**src/rtl/mem_arbiter.sv**
```systemverilog
// Two-port (instruction fetch / load-store) arbiter in front of one shared byte-wide
// memory bus. Regions have different wait states, and all outputs are registered.
module mem_arbiter #(
  parameter int unsigned ROM_WAIT     = 1,
  parameter int unsigned RAM_WAIT     = 2,
  parameter int unsigned RAM_BASE_BIT = 15
) (
  input  logic        CLK,
  input  logic        RST_bar,
  input  logic        HALT,
  input  logic        FETCH_REQ,
  input  logic [15:0] FETCH_ADDR,
  output logic        FETCH_GNT,
  output logic        FETCH_VALID,
  output logic [7:0]  FETCH_DATA,
  input  logic        DATA_REQ,
  input  logic        DATA_WE,
  input  logic [15:0] DATA_ADDR,
  input  logic [7:0]  DATA_WDATA,
  output logic        DATA_GNT,
  output logic        DATA_VALID,
  output logic [7:0]  DATA_RDATA,
  output logic [15:0] MEM_ADDR,
  output logic [7:0]  MEM_DATA_OUT,
  input  logic [7:0]  MEM_DATA_IN,
  output logic        MEM_OE_bar,
  output logic        MEM_WE_bar,
  output logic        BUSY,
  output logic        WR_ROM_ERR
);

  typedef enum logic {IDLE, ACCESS} state_t;

  state_t      r_state;
  logic [3:0]  r_cnt;
  logic        r_is_data;
  logic        r_is_store;
  logic        r_last_data;
  logic        r_fetch_gnt, r_fetch_valid, r_data_gnt, r_data_valid;
  logic [7:0]  r_fetch_data, r_data_rdata, r_mem_data_out;
  logic [15:0] r_mem_addr;
  logic        r_oe_n, r_we_n, r_busy, r_wr_rom_err;

  // DATA wins a tie unless it was the last requester served.
  logic        w_pick_data;
  logic        w_grant;
  logic [15:0] w_addr;
  logic        w_store;
  logic        w_ram;
  logic [3:0]  w_wait;

  assign w_pick_data = DATA_REQ && (!FETCH_REQ || !r_last_data);
  assign w_grant     = !HALT && (FETCH_REQ || DATA_REQ);
  assign w_addr      = w_pick_data ? DATA_ADDR : FETCH_ADDR;
  assign w_store     = w_pick_data && DATA_WE;
  assign w_ram       = w_addr[RAM_BASE_BIT];
  assign w_wait      = w_ram ? 4'(RAM_WAIT) : 4'(ROM_WAIT);

  always_ff @(posedge CLK or negedge RST_bar) begin
    if (!RST_bar) begin
      r_state        <= IDLE;
      r_cnt          <= 4'd0;
      r_is_data      <= 1'b0;
      r_is_store     <= 1'b0;
      r_last_data    <= 1'b0;
      r_fetch_gnt    <= 1'b0;
      r_fetch_valid  <= 1'b0;
      r_data_gnt     <= 1'b0;
      r_data_valid   <= 1'b0;
      r_fetch_data   <= 8'd0;
      r_data_rdata   <= 8'd0;
      r_mem_data_out <= 8'd0;
      r_mem_addr     <= 16'd0;
      r_oe_n         <= 1'b1;
      r_we_n         <= 1'b1;
      r_busy         <= 1'b0;
      r_wr_rom_err   <= 1'b0;
    end else begin
      r_fetch_gnt   <= 1'b0;
      r_data_gnt    <= 1'b0;
      r_fetch_valid <= 1'b0;
      r_data_valid  <= 1'b0;
      case (r_state)
        IDLE: begin
          if (w_grant) begin
            r_state     <= ACCESS;
            r_busy      <= 1'b1;
            r_is_data   <= w_pick_data;
            r_is_store  <= w_store;
            r_last_data <= w_pick_data;
            r_fetch_gnt <= !w_pick_data;
            r_data_gnt  <= w_pick_data;
            r_mem_addr  <= w_addr;
            r_cnt       <= w_wait;
            if (w_store) begin
              r_mem_data_out <= DATA_WDATA;
              r_oe_n         <= 1'b1;
              r_we_n         <= !w_ram;
              if (!w_ram) r_wr_rom_err <= 1'b1;
            end else begin
              r_oe_n <= 1'b0;
              r_we_n <= 1'b1;
            end
          end
        end
        ACCESS: begin
          if (r_cnt != 4'd0) begin
            r_cnt <= r_cnt - 4'd1;
            // Release the strobe one cycle early so the last cycle holds data.
            if (r_cnt == 4'd1) r_we_n <= 1'b1;
          end else begin
            r_state <= IDLE;
            r_busy  <= 1'b0;
            r_oe_n  <= 1'b1;
            r_we_n  <= 1'b1;
            if (r_is_data) begin
              r_data_valid <= 1'b1;
              if (!r_is_store) r_data_rdata <= MEM_DATA_IN;
            end else begin
              r_fetch_valid <= 1'b1;
              r_fetch_data  <= MEM_DATA_IN;
            end
          end
        end
        default: r_state <= IDLE;
      endcase
    end
  end

  assign FETCH_GNT    = r_fetch_gnt;
  assign FETCH_VALID  = r_fetch_valid;
  assign FETCH_DATA   = r_fetch_data;
  assign DATA_GNT     = r_data_gnt;
  assign DATA_VALID   = r_data_valid;
  assign DATA_RDATA   = r_data_rdata;
  assign MEM_ADDR     = r_mem_addr;
  assign MEM_DATA_OUT = r_mem_data_out;
  assign MEM_OE_bar   = r_oe_n;
  assign MEM_WE_bar   = r_we_n;
  assign BUSY         = r_busy;
  assign WR_ROM_ERR   = r_wr_rom_err;

endmodule

```
**config.mk**
```make
export PLATFORM = sky130hd
export DESIGN_NAME = mem_arbiter
export DESIGN_NICKNAME = d
export VERILOG_FILES = /design/src/rtl/mem_arbiter.sv
export SDC_FILE = /design/constraint.sdc
export NUM_CORES = 1
export LEC_CHECK = 0
export ABC_AREA = 1
export CAP_MARGIN = 10
export CORE_AREA = 2 2 116 90
export CTS_BUF_LIST = sky130_fd_sc_hd__clkbuf_8
export DETAILED_ROUTE_END_ITERATION = 16
export DIE_AREA = 0 0 118 92
export MAX_ROUTING_LAYER = met4
export PLACE_DENSITY = 0.58
export REMOVE_ABC_BUFFERS = 1
export SETUP_SLACK_MARGIN = 0.2
export SLEW_MARGIN = 40
export SYNTH_ARGS = -nofsm -noshare
export SYNTH_HDL_FRONTEND = slang
export SYNTH_SLANG_ARGS = --single-unit
```
**constraint.sdc**
```tcl
create_clock -name CLK -period 1.37 [get_ports CLK]
set_input_delay 0.2055 -clock CLK [delete_from_list [all_inputs] [get_ports CLK]]
set_output_delay 0.2055 -clock CLK [all_outputs]
set_load 0.01 [all_outputs]
```
==> impl_metrics.prom <==
# TYPE chip_impl_metric gauge
chip_impl_metric{name="clockBufferDepth",unit=""} 2
chip_impl_metric{name="floorplan.initialDensity",unit="%"} 24.0
chip_impl_metric{name="slew_viol_final",unit=""} 0
chip_impl_info{name="hold_path.class",value="input pin to asynchronous set/reset pin"} 1
chip_impl_metric{name="timing.max_slew.rel_slack",unit="%"} 71.9
chip_impl_metric{name="clkTransAtPathRegs",unit="ns"} 0.12
chip_impl_metric{name="syn-mean-instance-area",unit="sq um"} 8.81
chip_impl_metric{name="critical-path-max-stage-delay",unit="ns"} 0.40
chip_impl_metric{name="detailed_place_hpwl",unit="mm"} 4.93
chip_impl_metric{name="area_delta_synth_final",unit="%"} 73.5
chip_impl_metric{name="netlist-cell-type-count",unit=""} 24
chip_impl_metric{name="ys_warn_count",unit=""} 0
chip_impl_metric{name="power_per_cell_area",unit="mW/mm^2"} 1930
chip_impl_metric{name="insertedDiodeCount",unit=""} 0
chip_impl_metric{name="place_area",unit="sq mm"} 0.00372
chip_impl_metric{name="fin_cells",unit=""} 553
chip_impl_metric{name="r2r_slack",unit="ns"} 0.07
chip_impl_metric{name="post_route_cells_drive_above_1_share",unit="%"} 41.0
chip_impl_metric{name="ys_seq_area_share",unit="%"} 58.2
chip_impl_metric{name="setup-violations-final",unit=""} 0
chip_impl_metric{name="fmax",unit="MHz"} 772
chip_impl_metric{name="global_route.usage.total",unit="%"} 12.9
chip_impl_metric{name="floorplan.rows",unit=""} 32
chip_impl_metric{name="grt_start_max_net_pins",unit=""} 26
chip_impl_info{name="status",value="complete, no violations"} 1
chip_impl_metric{name="drcViolationCount",unit=""} 0
chip_impl_info{name="cts-root-buf",value="sky130_fd_sc_hd__clkbuf_8"} 1
chip_impl_info{name="synth_largest_area_cell",value="sky130_fd_sc_hd__dfrtp_1"} 1
chip_impl_metric{name="post-synth-top-area-fraction",unit="%"} 56.0
chip_impl_metric{name="initial_antenna_violation_count",unit=""} 0
chip_impl_metric{name="antenna_left",unit=""} 0
chip_impl_metric{name="floorplan.die_area",unit="sq mm"} 0.0109
chip_impl_metric{name="final_net_count",unit=""} 473
chip_impl_info{name="critical_path.slowest_cell",value="sky130_fd_sc_hd__dfrtp_1"} 1
chip_impl_metric{name="via_count_of_the_first_global_routing_pass",unit=""} 2209
chip_impl_metric{name="drt-pass1-iter-count",unit=""} 4
chip_impl_info{name="rsz0062_at_grt",value="yes"} 1
chip_impl_metric{name="crit_required",unit="ns"} 1.57
chip_impl_metric{name="insertion_delay",unit="ns"} 0.31
chip_impl_info{name="post_synth_main_area_contributors",value="sky130_fd_sc_hd__dfrtp_1, sky130_fd_sc_hd__nand2_1, sky130_fd_sc_hd__nand3_1"} 1
chip_impl_metric{name="dr_total_vias",unit=""} 2235
chip_impl_metric{name="finalSetupTns",unit="ns"} 0
chip_impl_metric{name="numPortBuffers",unit=""} 101
chip_impl_info{name="worstSetupStartpointType",value="register"} 1
chip_impl_metric{name="grt_pass1_wl",unit="mm"} 11.0
chip_impl_metric{name="place_inst",unit=""} 523
chip_impl_metric{name="part_of_the_cycle_the_worst_path_needs",unit="%"} 94.5
chip_impl_metric{name="finalInstanceArea",unit="sq mm"} 0.00411
chip_impl_metric{name="crit_fanout",unit=""} 3
chip_impl_metric{name="routed_wl",unit="mm"} 7.09
chip_impl_metric{name="hold_viol",unit=""} 0
chip_impl_metric{name="ios",unit=""} 102
chip_impl_metric{name="avgViaCountPerCell",unit=""} 4.04
chip_impl_metric{name="finalWorstPathRequiredPeriod",unit="ns"} 1.30
chip_impl_metric{name="detailedPlace.worstSlack",unit="ns"} -0.300
chip_impl_metric{name="maxCapViolCount",unit=""} 0
chip_impl_metric{name="mappedNetlistArea",unit="sq mm"} 0.00237
chip_impl_info{name="end_kind",value="register"} 1
chip_impl_metric{name="die_h",unit="microns"} 92
chip_impl_info{name="crit_path_cell_trace",value="inv_2 -> ha_4 -> nand3_4 -> buf_4 -> nand2_4 -> buf_4 -> inv_1 -> nand2_1 -> nand2_1"} 1
chip_impl_metric{name="drt-initial-drc-count",unit=""} 54
chip_impl_metric{name="floorplan.die.width",unit="microns"} 118
chip_impl_metric{name="cts_inserted_buffers",unit=""} 5
chip_impl_info{name="tritoncts",value="yes"} 1
chip_impl_metric{name="max-vdd-ir-drop",unit="uV"} 652
chip_impl_metric{name="worst_max_slew_pin_slew",unit="ns"} 0.422
chip_impl_info{name="worst-setup-path-type",value="register to register"} 1
chip_impl_metric{name="globalRoute.totalOverflow",unit=""} 0
chip_impl_metric{name="hold-worst-slack",unit="ns"} 0.352
chip_impl_metric{name="clock-skew-final",unit="ns"} 0.0142
chip_impl_metric{name="routabilityCongestion",unit=""} 0.781
chip_impl_metric{name="routedWlPerCell",unit="microns"} 12.8
chip_impl_metric{name="flip_flop_and_latch_count_after_synthesis",unit=""} 55
chip_impl_metric{name="fp.coreArea",unit="sq mm"} 0.00989
chip_impl_metric{name="critical_path_data_arrival_time",unit="ns"} 1.50
chip_impl_metric{name="htreeDepth",unit=""} 2
chip_impl_metric{name="setup_ws",unit="ns"} 0.0749
chip_impl_metric{name="p_leak",unit="nW"} 2.15
chip_impl_metric{name="syn_inst",unit=""} 269
chip_impl_metric{name="cts_num_sinks",unit=""} 55
-- registers in the layout, indices dropped and copies added, names as in the netlist, 4 cells and up --
name          cells
FETCH_DATA        8
DATA_RDATA        8
r_cnt             4
MEM_DATA_OUT      8
MEM_ADDR         16
-- stage by stage --
stage	total power, mW	utilization (%)
floorplan	4.48	-
global placement	6.73	37.6
detailed placement	6.78	37.6
CTS	7.90	40.5
global route	8.61	41.6
finish	7.95	41.6
-- power by group --
| group | switching, mW | total (mW) | leakage [nW] | internal [mW] |
|---|---|---|---|---|
| Combinational | 2.10 | 4.12 | 1.42 | 2.02 |
| Clock | 0.578 | 0.955 | 0.0463 | 0.377 |
| Sequential | 0.464 | 2.88 | 0.675 | 2.41 |
| Total | 3.14 | 7.95 | 2.15 | 4.82 |
-- worst paths after layout --
| kind | end | depth (start not counted) | start |
|---|---|---|---|
| worst min-delay path | BUSY$_DFFE_PN0P_ | 2 | RST_bar |
| worst max register to register | r_cnt[3]$_DFFE_PN0P_ | 9 | r_cnt[0]$_DFFE_PN0P_ |
| worst min register to register | WR_ROM_ERR$_DFFE_PN0P_ | 1 | WR_ROM_ERR$_DFFE_PN0P_ |
| worst max-delay path | r_cnt[3]$_DFFE_PN0P_ | 9 | r_cnt[0]$_DFFE_PN0P_ |
| min in group CLK | MEM_DATA_OUT[4]$_DFFE_PN0P_ | 3 | DATA_WDATA[4] |
| max in group asynchronous | MEM_ADDR[13]$_DFFE_PN0P_ | 3 | RST_bar |
-- area by class of cell --
class | count | area (sq um)
sequential | 55 | 1380
fill | 1002 | 5780
timing repair buffer | 143 | 1210
multi-input combinational | 184 | 1140
timing repair inverter | 2 | 12.5
clock buffer | 5 | 68.8
tap | 136 | 170
inverter | 25 | 104
clock inverter | 3 | 27.5
-- cells in the final DEF (no fill, tap or decap), drive strengths merged --
cell type	count
o21ai	10
dlygate4sd3	1
o211ai	1
clkdlybuf4s50	50
clkinvlp	1
clkinv	2
ha	3
o21bai	1
o22ai	1
dfrtp	53
inv	27
nor2	6
nand2	134
clkdlybuf4s15	6
clkbuf	31
buf	58
nand3	24
nor3	1
xor2	1
or2	1
xnor2	1
dlygate4sd2	2
dfstp	2
-- logic make-up (layout without fill, tap and decap cells) --
family / Yosys count / after routing / synth area share (%)
XOR/XNOR: 2 / 2 / 0.739
AND/OR/NAND/NOR: 165 / 166 / 29.7
buffers and inverters: 31 / 178 / 6.12
AO/OA/AOI/OAI: 13 / 13 / 3.64
flip-flops: 55 / 55 / 58.2
adder cells (fa/ha/maj): 3 / 3 / 1.58
-- critical path, delay by kind of cell (launching register included) --
family	cells	cell delay (ns)
adder cells (fa/ha/maj)	1	0.15
buffers and inverters	4	0.38
flip-flops	1	0.40
AND/OR/NAND/NOR	4	0.26
-- Yosys cell counts --
| library cell | count |
|---|---|
| sky130_fd_sc_hd__or2_2 | 1 |
| sky130_fd_sc_hd__nor2_1 | 3 |
| sky130_fd_sc_hd__xnor2_1 | 1 |
| sky130_fd_sc_hd__buf_6 | 3 |
| sky130_fd_sc_hd__dfrtp_1 | 53 |
| sky130_fd_sc_hd__ha_1 | 3 |
| sky130_fd_sc_hd__o22ai_1 | 1 |
| sky130_fd_sc_hd__buf_2 | 2 |
| sky130_fd_sc_hd__o21bai_2 | 1 |
| sky130_fd_sc_hd__nand3_1 | 23 |
| sky130_fd_sc_hd__nand2_2 | 4 |
| sky130_fd_sc_hd__nand3_4 | 1 |
| sky130_fd_sc_hd__nor3_4 | 1 |
| sky130_fd_sc_hd__o21ai_4 | 1 |
| sky130_fd_sc_hd__o211ai_1 | 1 |
| sky130_fd_sc_hd__nor2_2 | 1 |
| sky130_fd_sc_hd__xor2_1 | 1 |
| sky130_fd_sc_hd__nor2_4 | 2 |
| sky130_fd_sc_hd__inv_2 | 4 |
| sky130_fd_sc_hd__o21ai_0 | 9 |
| sky130_fd_sc_hd__nand2_1 | 129 |
| sky130_fd_sc_hd__buf_4 | 1 |
| sky130_fd_sc_hd__inv_1 | 21 |
| sky130_fd_sc_hd__dfstp_2 | 2 |
-- what timing repair did --
item | CTS | global route
pin swaps | 15 | 11
resized for setup | 160 | 90
endpoints found under the setup margin | 100 | 91
buffers inserted | 8 | 9
hold endpoints to repair | 11 | 0
cloned | 2 | 2
hold buffers | 1 | 0
-- layer usage --
layer | global-route usage (%) | wire, microns | part of all wire [%]
met5 | - | 0 | 0
met3 | 3.42 | 313 | 4.4
met4 | 1.51 | 13 | 0.18
met2 | 18.5 | 3120 | 44
met1 | 18.7 | 3640 | 51
Note: power is estimated with default switching activity, not from simulation.
